<file path="src/rtl/counter_ctrl_if.sv">
// counter_ctrl_if: register-bank side bundle for counter_ctrl.
//   cfg_i    : REG_QUANTITY register words (0 CTRL, 1 LOAD, 2 LIMIT, 3 PRESCALE)
//   count_o  : current counter value
//   status_o : {ovf_sticky, done, running}
//   tick_o   : one-cycle pulse per prescaled count step
//   irq_o    : terminal interrupt pulse (present only with COUNTER_IRQ_EN)
// master = register bank / test driver, slave = counter_ctrl.
interface counter_ctrl_if #(
    parameter int DATA_WIDTH   = 32,
    parameter int REG_QUANTITY = 6
);
    logic [DATA_WIDTH-1:0] cfg_i [REG_QUANTITY];
    logic [DATA_WIDTH-1:0] count_o;
    logic [2:0]            status_o;
    logic                  tick_o;
`ifdef COUNTER_IRQ_EN
    logic                  irq_o;

    modport master (output cfg_i, input count_o, input status_o, input tick_o, input irq_o);
    modport slave  (input cfg_i, output count_o, output status_o, output tick_o, output irq_o);
`else
    modport master (output cfg_i, input count_o, input status_o, input tick_o);
    modport slave  (input cfg_i, output count_o, output status_o, output tick_o);
`endif
endinterface

</file>
<file path="src/rtl/counter_ctrl.sv">
// counter_ctrl: prescaled up/down counter sequencer driven by register words.
// Ports:
//   clk    : system clock
//   areset : asynchronous active-low reset
//   bus    : counter_ctrl_if.slave (cfg_i in; count_o, status_o, tick_o, irq_o out)
// CTRL bits: [0] START, [1] STOP, [2] CLEAR, [3] DIR, [4] RELOAD, [5] IRQ_EN.
// Optional feature macro: COUNTER_IRQ_EN (adds irq_o, honours CTRL[5]).
module counter_ctrl #(
    parameter int DATA_WIDTH   = 32,
    parameter int REG_QUANTITY = 6,
    parameter int PRESC_WIDTH  = 16
) (
    input  logic           clk,
    input  logic           areset,
    counter_ctrl_if.slave  bus
);

    typedef enum logic [1:0] {
        IDLE = 2'd0,
        RUN  = 2'd1,
        HOLD = 2'd2,
        DONE = 2'd3
    } state_e;

    state_e                 state_q, state_d;
    logic [2:0]             ctrl_q;
    logic [DATA_WIDTH-1:0]  count_q, count_d;
    logic [PRESC_WIDTH-1:0] presc_q, presc_d;
    logic                   done_q, done_d;
    logic                   ovf_q, ovf_d;
    logic                   pend_q, pend_d;   // reload owed on the next tick
    logic                   tick_q, tick_d;

    logic [DATA_WIDTH-1:0]  ctrl_w, load_w, limit_w, step_val;
    logic [PRESC_WIDTH-1:0] prescale;
    logic                   start_e, stop_e, clear_e, dir, reload;
    logic                   start_act, fresh_start, run_tick, terminal, wrap;
    logic                   unused_bits;

    assign ctrl_w   = bus.cfg_i[0];
    assign load_w   = bus.cfg_i[1];
    assign limit_w  = bus.cfg_i[2];
    assign prescale = bus.cfg_i[3][PRESC_WIDTH-1:0];
    assign dir      = ctrl_w[3];
    assign reload   = ctrl_w[4];

    assign start_e = ctrl_w[0] & ~ctrl_q[0];
    assign stop_e  = ctrl_w[1] & ~ctrl_q[1];
    assign clear_e = ctrl_w[2] & ~ctrl_q[2];

    // START only acts outside RUN and loses to CLEAR/STOP; in RUN it is
    // not an event and does not suppress the tick.
    assign start_act   = start_e & ~clear_e & ~stop_e & (state_q != RUN);
    assign fresh_start = start_act & (state_q != HOLD);
    assign run_tick    = (state_q == RUN) & ~clear_e & ~stop_e & (presc_q == prescale);
    assign step_val    = dir ? count_q - DATA_WIDTH'(1) : count_q + DATA_WIDTH'(1);
    // A reload tick loads LOAD and is never itself a terminal or a wrap.
    assign terminal    = run_tick & ~pend_q & (step_val == limit_w);
    assign wrap        = run_tick & ~pend_q & (dir ? (count_q == '0) : (count_q == '1));

    always_comb begin
        unused_bits = ^ctrl_w[DATA_WIDTH-1:6] ^ ^bus.cfg_i[3][DATA_WIDTH-1:PRESC_WIDTH];
        for (int unsigned i = 4; i < REG_QUANTITY; i++) begin
            unused_bits = unused_bits ^ ^bus.cfg_i[i];
        end
`ifndef COUNTER_IRQ_EN
        unused_bits = unused_bits ^ ctrl_w[5];
`endif
    end

    // State register
    always_ff @(posedge clk or negedge areset) begin
        if (!areset) begin
            state_q <= IDLE;
        end else begin
            state_q <= state_d;
        end
    end

    // Next-state logic
    always_comb begin
        state_d = state_q;
        if (clear_e) begin
            state_d = IDLE;
        end else if (stop_e) begin
            if (state_q == RUN) state_d = HOLD;
        end else if (start_act) begin
            state_d = RUN;
        end else if (terminal && !reload) begin
            state_d = DONE;
        end
    end

    // Datapath next values
    always_comb begin
        count_d = count_q;
        presc_d = presc_q;
        done_d  = done_q;
        ovf_d   = ovf_q;
        pend_d  = pend_q;
        tick_d  = run_tick;
        if (clear_e) begin
            count_d = '0;
            presc_d = '0;
            done_d  = 1'b0;
            ovf_d   = 1'b0;
            pend_d  = 1'b0;
        end else begin
            if (state_q != RUN || stop_e || run_tick) begin
                presc_d = '0;
            end else begin
                presc_d = presc_q + PRESC_WIDTH'(1);
            end
            if (fresh_start) begin
                count_d = load_w;
                done_d  = 1'b0;
                pend_d  = 1'b0;
            end
            if (run_tick) begin
                if (pend_q) begin
                    count_d = load_w;
                    pend_d  = 1'b0;
                end else begin
                    count_d = step_val;
                    pend_d  = terminal & reload;
                    if (wrap)     ovf_d  = 1'b1;
                    if (terminal) done_d = 1'b1;
                end
            end
        end
    end

    always_ff @(posedge clk or negedge areset) begin
        if (!areset) begin
            ctrl_q  <= '0;
            count_q <= '0;
            presc_q <= '0;
            done_q  <= 1'b0;
            ovf_q   <= 1'b0;
            pend_q  <= 1'b0;
            tick_q  <= 1'b0;
        end else begin
            ctrl_q  <= ctrl_w[2:0];
            count_q <= count_d;
            presc_q <= presc_d;
            done_q  <= done_d;
            ovf_q   <= ovf_d;
            pend_q  <= pend_d;
            tick_q  <= tick_d;
        end
    end

    assign bus.count_o  = count_q;
    assign bus.status_o = {ovf_q, done_q, (state_q == RUN)};
    assign bus.tick_o   = tick_q;

`ifdef COUNTER_IRQ_EN
    logic irq_q;
    always_ff @(posedge clk or negedge areset) begin
        if (!areset) begin
            irq_q <= 1'b0;
        end else begin
            irq_q <= terminal & ctrl_w[5];
        end
    end
    assign bus.irq_o = irq_q;
`endif

endmodule

</file>
<file path="src/flat_wrapper.sv">
// flat-port wrapper written by rule: the top's interface ports become plain ports
module counter_ctrl_flat 
#(
    parameter int DATA_WIDTH   = 32,
    parameter int REG_QUANTITY = 6,
    parameter int PRESC_WIDTH  = 16
)
  (clk, areset, bus_cfg_i, bus_count_o, bus_status_o, bus_tick_o);
  counter_ctrl_if #(.DATA_WIDTH(DATA_WIDTH), .REG_QUANTITY(REG_QUANTITY)) bus_i ();
  input  logic clk;
  input  logic areset;
  input wire logic [$bits(bus_i.cfg_i)-1:0] bus_cfg_i;
  output wire logic [$bits(bus_i.count_o)-1:0] bus_count_o;
  output wire logic [$bits(bus_i.status_o)-1:0] bus_status_o;
  output wire logic [$bits(bus_i.tick_o)-1:0] bus_tick_o;
  assign bus_i.cfg_i = {>>{bus_cfg_i}};
  assign bus_count_o = bus_i.count_o;
  assign bus_status_o = bus_i.status_o;
  assign bus_tick_o = bus_i.tick_o;
  counter_ctrl #(.DATA_WIDTH(DATA_WIDTH), .REG_QUANTITY(REG_QUANTITY), .PRESC_WIDTH(PRESC_WIDTH)) u_core (.clk(clk), .areset(areset), .bus(bus_i));
endmodule
</file>
<file path="config.mk">
export PLATFORM = sky130hd
export DESIGN_NAME = counter_ctrl_flat
export DESIGN_NICKNAME = d
export VERILOG_FILES = /design/src/rtl/counter_ctrl_if.sv /design/src/rtl/counter_ctrl.sv /design/src/flat_wrapper.sv
export SDC_FILE = /design/constraint.sdc
export NUM_CORES = 1
export LEC_CHECK = 0
export ABC_AREA = 0
export CAP_MARGIN = 20
export CORE_UTILIZATION = 46
export CTS_CLUSTER_SIZE = 30
export DETAILED_ROUTE_END_ITERATION = 16
export PLACE_DENSITY = 0.82
export SKIP_CTS_REPAIR_TIMING = 1
export SLEW_MARGIN = 20
export SYNTH_ARGS = -nofsm -noshare
export SYNTH_HDL_FRONTEND = slang
export SYNTH_SLANG_ARGS = --single-unit
</file>
<file path="constraint.sdc">
create_clock -name clk -period 3.72 [get_ports clk]
set_input_delay 0.372 -clock clk [delete_from_list [all_inputs] [get_ports clk]]
set_output_delay 0.372 -clock clk [all_outputs]
set_load 0.05 [all_outputs]
</file>
## Yosys cells after proc, flatten, opt, wreduce, memory -nomap -nowiden

Index checks and enable logic that the tools add are counted.

- Reductions and logical operators: 11
- Muxes and demuxes: 26
- Equal/unequal tests: 8
- Add/subtract/negate cells: 3
- Bitwise gates (word level): 20

Operators with widths:

| kind | number |
|---|---|
| $mux W32 | 5 |
| $add A32 B1 Y32 const B | 1 |
| $eq A32 B32 Y1 | 1 |
| $eq A32 B32 Y1 const B | 1 |
| $logic_not A32 Y1 | 1 |
| $mux W16 | 2 |
| $sub A32 B1 Y32 const B | 1 |
| $add A16 B1 Y16 const B | 1 |
| $eq A16 B16 Y1 | 1 |
| $and A1 B1 Y1 | 14 |
| $mux W1 | 14 |
| $mux W2 | 5 |
| $not A1 Y1 | 6 |
| $ne A2 B2 Y1 const B | 2 |
| $reduce_bool A2 Y1 | 2 |
| $reduce_bool A4 Y1 | 1 |
| $ne A3 B3 Y1 const B | 1 |
| $reduce_and A3 Y1 | 1 |
| $reduce_bool A3 Y1 | 1 |
| $eq A2 B1 Y1 const B | 1 |
| $logic_or A1 B1 Y1 | 2 |
| $ne A2 B1 Y1 const B | 1 |
| $reduce_and A2 Y1 | 1 |
| $logic_and A1 B1 Y1 | 1 |
| $logic_not A1 Y1 | 1 |

- Output and inout port bits: 36
- Bits in registers: 57
- Input bits: 194
- Logic and storage cells: 76

## Depth between registers and ports, before layout

Gate-level depths: netlist of run 1.

- Depth after elaboration: 13
- Depth in mapped cells: 12
- Mapped depth without buffers: 12

## Worst setup path after synthesis of run 1

OpenSTA, ideal clock, no wires.

- Path type: reg-to-reg
- Start point: reg u_core.count_q[0], in the netlist u_core.bus.count_o[0]
- End point: reg u_core.state_q[1]
- Clock period less this slack: 3.287 ns
- Arrival time: 3.207 ns
- Slack: 0.433 ns
- Cell stages (with the launch flop): 13
- Cell sequence: dfrtp_1 -> inv_1 -> fa_1 -> and2b_4 -> o21a_4 -> o2111ai_1 -> a21oi_1 -> nor2_1 -> xor2_1 -> a2111oi_0 -> nor4b_2 -> nand4_1 -> o22ai_2

- Cells in the longest elaborated chain, start to end: 7
- Elaborated cells on any way between the ends: 8

RTL lines:

| element | line | RTL |
|---|---|---|
| start: declaration | counter_ctrl.sv:27 | `logic [DATA_WIDTH-1:0] count_q, count_d;` |
| start signal: assignment | counter_ctrl.sv:144 | `count_q <= count_d;` |
| $add A32 B1 Y32 / $sub A32 B1 Y32 (equally long branches) | counter_ctrl.sv:56 | `assign step_val = dir ? count_q - DATA_WIDTH'(1) : count_q + DATA_WIDTH'(1);` |
| $mux W32 * | counter_ctrl.sv:56 |  |
| $eq A32 B32 Y1 * | counter_ctrl.sv:58 | `assign terminal = run_tick & ~pend_q & (step_val == limit_w);` |
| $and A1 B1 Y1 * | counter_ctrl.sv:58 |  |
| $logic_and A1 B1 Y1 * | counter_ctrl.sv:89 | `end else if (terminal && !reload) begin` |
| $reduce_bool A4 Y1 (no source line) * | - |  |
| $reduce_and A2 Y1 (no source line) * | - |  |
| end signal: assignment | counter_ctrl.sv:76 | `state_q <= state_d;` |
| end: declaration | counter_ctrl.sv:25 | `state_e state_q, state_d;` |

Mark *: on every way between the ends. The rest lies on a longest branch, timed or not.
A chain may end at the register's enable or synchronous reset.

## Worst setup path in the final report of run 1

- Start point: in bus_cfg_i[163]
- End point: reg u_core.state_q[1]

- Cells in the longest elaborated chain, start to end: 6

RTL lines:

| element | line | RTL |
|---|---|---|
| start: declaration | flat_wrapper.sv:12 | `input wire logic [$bits(bus_i.cfg_i)-1:0] bus_cfg_i;` |
| $mux W32 | counter_ctrl.sv:56 |  |
| $eq A32 B32 Y1 | counter_ctrl.sv:58 |  |
| $and A1 B1 Y1 | counter_ctrl.sv:58 |  |
| $logic_and A1 B1 Y1 | counter_ctrl.sv:89 |  |
| $reduce_bool A4 Y1 (no source line) | - |  |
| $reduce_and A2 Y1 (no source line) | - |  |

No other way between the ends.

==> results of run 1 <==
layout make-up:
type,count,share of cell area [%]
Multi-Input combinational cell,705,52.0
Timing Repair Buffer,293,26.9
Sequential cell,57,15.2
Clock buffer,13,2.77
Tap cell,176,2.35
Inverter,14,0.560
Clock inverter,3,0.160
Yosys cell counts, types with 4 or more instances:
| cell type | number | area share, % |
|---|---|---|
| or4_1 | 4 | 0.47 |
| nor3b_1 | 8 | 0.95 |
| dfrtp_1 | 57 | 22 |
| a22o_1 | 9 | 1.2 |
| and3_1 | 19 | 1.9 |
| nand2_1 | 89 | 5.3 |
| a21o_1 | 6 | 0.71 |
| a211oi_1 | 11 | 1.3 |
| nor2_1 | 70 | 4.1 |
| xnor2_1 | 55 | 7.6 |
| o21bai_1 | 5 | 0.59 |
| nand3_1 | 23 | 1.8 |
| buf_2 | 10 | 0.79 |
| and4_1 | 7 | 0.97 |
| nor2b_1 | 14 | 1.4 |
| o21ai_1 | 9 | 0.71 |
| clkbuf_1 | 27 | 1.6 |
| inv_1 | 14 | 0.83 |
| nand4b_1 | 5 | 0.69 |
| o211ai_1 | 7 | 0.83 |
| nand4_1 | 27 | 2.7 |
| and2_1 | 10 | 0.99 |
| nand2b_1 | 12 | 1.2 |
| a31oi_1 | 9 | 0.89 |
| ha_1 | 31 | 6.1 |
| or3_1 | 9 | 0.89 |
| a21oi_1 | 52 | 4.1 |
| xnor3_1 | 4 | 1.4 |
| o21ai_0 | 56 | 4.4 |
| nor4_1 | 20 | 2.0 |
| o2111ai_1 | 11 | 1.5 |
| mux2i_1 | 7 | 1.1 |
| nor3_1 | 21 | 1.7 |
| xor2_1 | 26 | 3.6 |
| o21a_1 | 11 | 1.3 |
critical path, cell delays in order:
cell,delay (ns)
clkdlybuf4s50_1,0.45
buf_4,0.16
inv_1,0.09
fa_1,0.40
and2b_4,0.28
o21a_4,0.16
o2111ai_1,0.18
a21oi_2,0.30
nor2_2,0.11
buf_4,0.15
xor2_1,0.13
a2111oi_0,0.46
nor4b_4,0.32
nand4_1,0.23
o22ai_2,0.13
state kept, by name, indices dropped and copies added (netlist names):
signal / flops
u_core.done_q: 1
u_core.bus.count_o: 32
u_core.bus.tick_o: 1
u_core.pend_q: 1
u_core.ovf_q: 1
u_core.state_q: 2
u_core.presc_q: 16
u_core.ctrl_q: 3
power groups by stage:
stage                     Combinational (mW)  Clock (mW)  Sequential (mW)
after floorplan                        0.979           0            0.900
after detailed placement                2.05           0            0.759
after CTS                               2.07       0.756            0.750
after global routing                    2.32       0.796            0.759
after global placement                  2.03           0            0.757
final                                   2.19       0.758            0.754
metal layers:
metal / routed length [µm] / track usage (%) / up-vias
met4: 991 / 14.2 / 0
met2: 11900 / 57.6 / 459
met3: 2060 / 5.08 / 90
met1: 10200 / 45.0 / 3652
met5: 0 / 0 / -
li1: - / - / 3578
worst min path at each step:
stage | start | endpoint | slack (ns) | cells after the start
floorplan | areset | u_core.bus.count_o[0] | 0.08 | 0
global placement | u_core.done_q | u_core.done_q | 0.45 | 2
detailed placement | u_core.done_q | u_core.done_q | 0.47 | 2
CTS | areset | u_core.bus.count_o[0] | 0.24 | 1
global route | areset | u_core.presc_q[9] | 0.28 | 1
finish | areset | u_core.presc_q[8] | 0.22 | 1
cell families after synthesis:
| family | share of synthesized area, % |
|---|---|
| simple gates | 29.0 |
| compound gates | 23.8 |
| flops | 22.5 |
| xor+xnor | 13.4 |
| buf+inv | 3.45 |
| mux | 1.46 |
| fa+ha+maj | 6.43 |
stage by stage:
step,TNS (ns),instance area (µm²),hold slack (ns),instances
6_report,0,9380,0.217,1261
5_1_grt,-0.0643,9380,0.280,1261
3_3_place_gp,-0.661,8910,0.455,1243
3_5_place_dp,-0.946,8910,0.468,1243
2_1_floorplan,0,6340,0.0764,815
4_1_cts,-0.0134,9190,0.236,1259
==> results.py, run 1 <==
metrics = {
    "status": {
        "outcome": "finished, final reports clean",
    },
    "clocking": {
        "cts_max_level": 3,
        "numCtsBuffers": 9,
        "cts_tree": "yes",
        "cts_sinks": 57,
        "clk_latency_ns": 0.32,
        "cts.clk_slew.worst_paths_ns": 0.05,
        "cts_buffer_depth": 2,
        "cts_root_buf": "clkbuf_16",
    },
    "worst_setup_path": {
        "r2r_cells": 13,
        "rrSetupSlack_ns": 0.11,
        "cp-startpoint": "bus_cfg_i[163]",
        "r2r_start": "u_core.bus.count_o[0]",
        "cp_max_fo": 4,
        "cp.arrival_ns": 3.94,
        "critPathRequiredTime_ns": 3.96,
        "reg2reg_to": "u_core.state_q[1]",
        "start_kind": "input port",
        "cp-end-kind": "flop",
        "setup.worst_path.class": "input port to flop",
        "worstSetupEndpoint": "u_core.state_q[1]",
    },
    "synth": {
        "syn-num-nets": 1041,
        "ys_ff_latch": 57,
        "yosysUniqueCellTypes": 80,
        "ys_warn_count": 0,
        "syn_area_um2": 6340,
        "syn_inst": 815,
        "synth-edff-count": 0,
        "synthFlopType": "dfrtp_1",
        "synthArstFlopShare_pct": 100,
        "ys_seq_area_share_pct": 22.5,
        "syn_avg_cell_area_um2": 7.78,
    },
    "sta": {
        "tightestPinTransition_ns": 0.986,
        "hold_viol_final": 0,
        "max_freq_ghz": 0.270,
        "drv_slew": 0,
        "final.setup_skew_ns": 0.00721,
        "setup_viol": 0,
        "slew_headroom_pct": 34.3,
        "fin_crit_ns": 3.71,
        "fin_crit_sh_pct": 99.7,
        "fin_ws_ns": 0.0128,
    },
    "route": {
        "drc_errors": 0,
        "ant_nets": 0,
        "avgRoutedWirePerCell_um": 19.9,
        "routed_wl_mm": 25.2,
        "drt_pass1_iterations": 5,
        "drt-initial-drc-count": 913,
        "num_vias": 7779,
        "via_per_inst": 6.17,
    },
    "hold_path": {
        "worst_hold_path_type": "input port to async pin",
    },
    "pwr": {
        "power.share.switching_pct": 41.7,
        "power.total_mw": 3.70,
        "irDropWorstVdd_v": 0.000235,
        "cellLeakagePower_nw": 3.98,
        "p_sw_mw": 1.54,
        "combPwrFrac_pct": 59.2,
        "power_frac_clock_pct": 20.5,
        "power_frac_seq_pct": 20.3,
        "internal_power_mw": 2.16,
        "power_density_nw_per_um2": 395,
    },
    "final_layout": {
        "nFillCells": 1079,
        "multi_input_area_um2": 4880,
        "antenna_cells": 0,
        "nets": 1306,
        "final_cell_mix": "buf_4 (169), clkdlybuf4s50_1 (121), nand2_1 (89), nor2_1 (69), dfrtp_1 (57)",
        "final_util_pct": 70.3,
        "layout_commonest_cell": "buf_4",
        "area_growth_pct": 47.9,
        "final_layout_size_suffix_gt1_share_pct": 21.6,
        "register_area_um2": 1430,
    },
    "global_routing": {
        "track_usage_pct": 34.7,
        "antenna_found_initial": 0,
        "grt_pass1_wl_mm": 38.5,
        "grt_pass1_vias": 7405,
        "grt_overflow": 0,
        "grt_max_degree": 57,
    },
    "die": {
        "num_rows": 42,
        "die-height_um": 119,
        "io_pins": 230,
        "start_util_pct": 47.5,
        "die_area_um2": 14300,
        "die_width_um": 119,
        "core_area_um2": 13300,
    },
    "place": {
        "gp_congestion": 0.995,
        "dp_slack_ns": -0.330,
        "dpl.hpwl_mm": 19.7,
        "io_buffer_count": 122,
    },
    "flow_run": {
        "maxCapViolations": 0,
    },
}
Note: power is estimated with default switching activity, not from simulation.
==> inputs of run 2 (changes only) <==
CTS_CLUSTER_DIAMETER = 200   (was not set)
==> results of run 2 <==
Same layout as run 1: the final DEF is identical, and so are final timing and power.
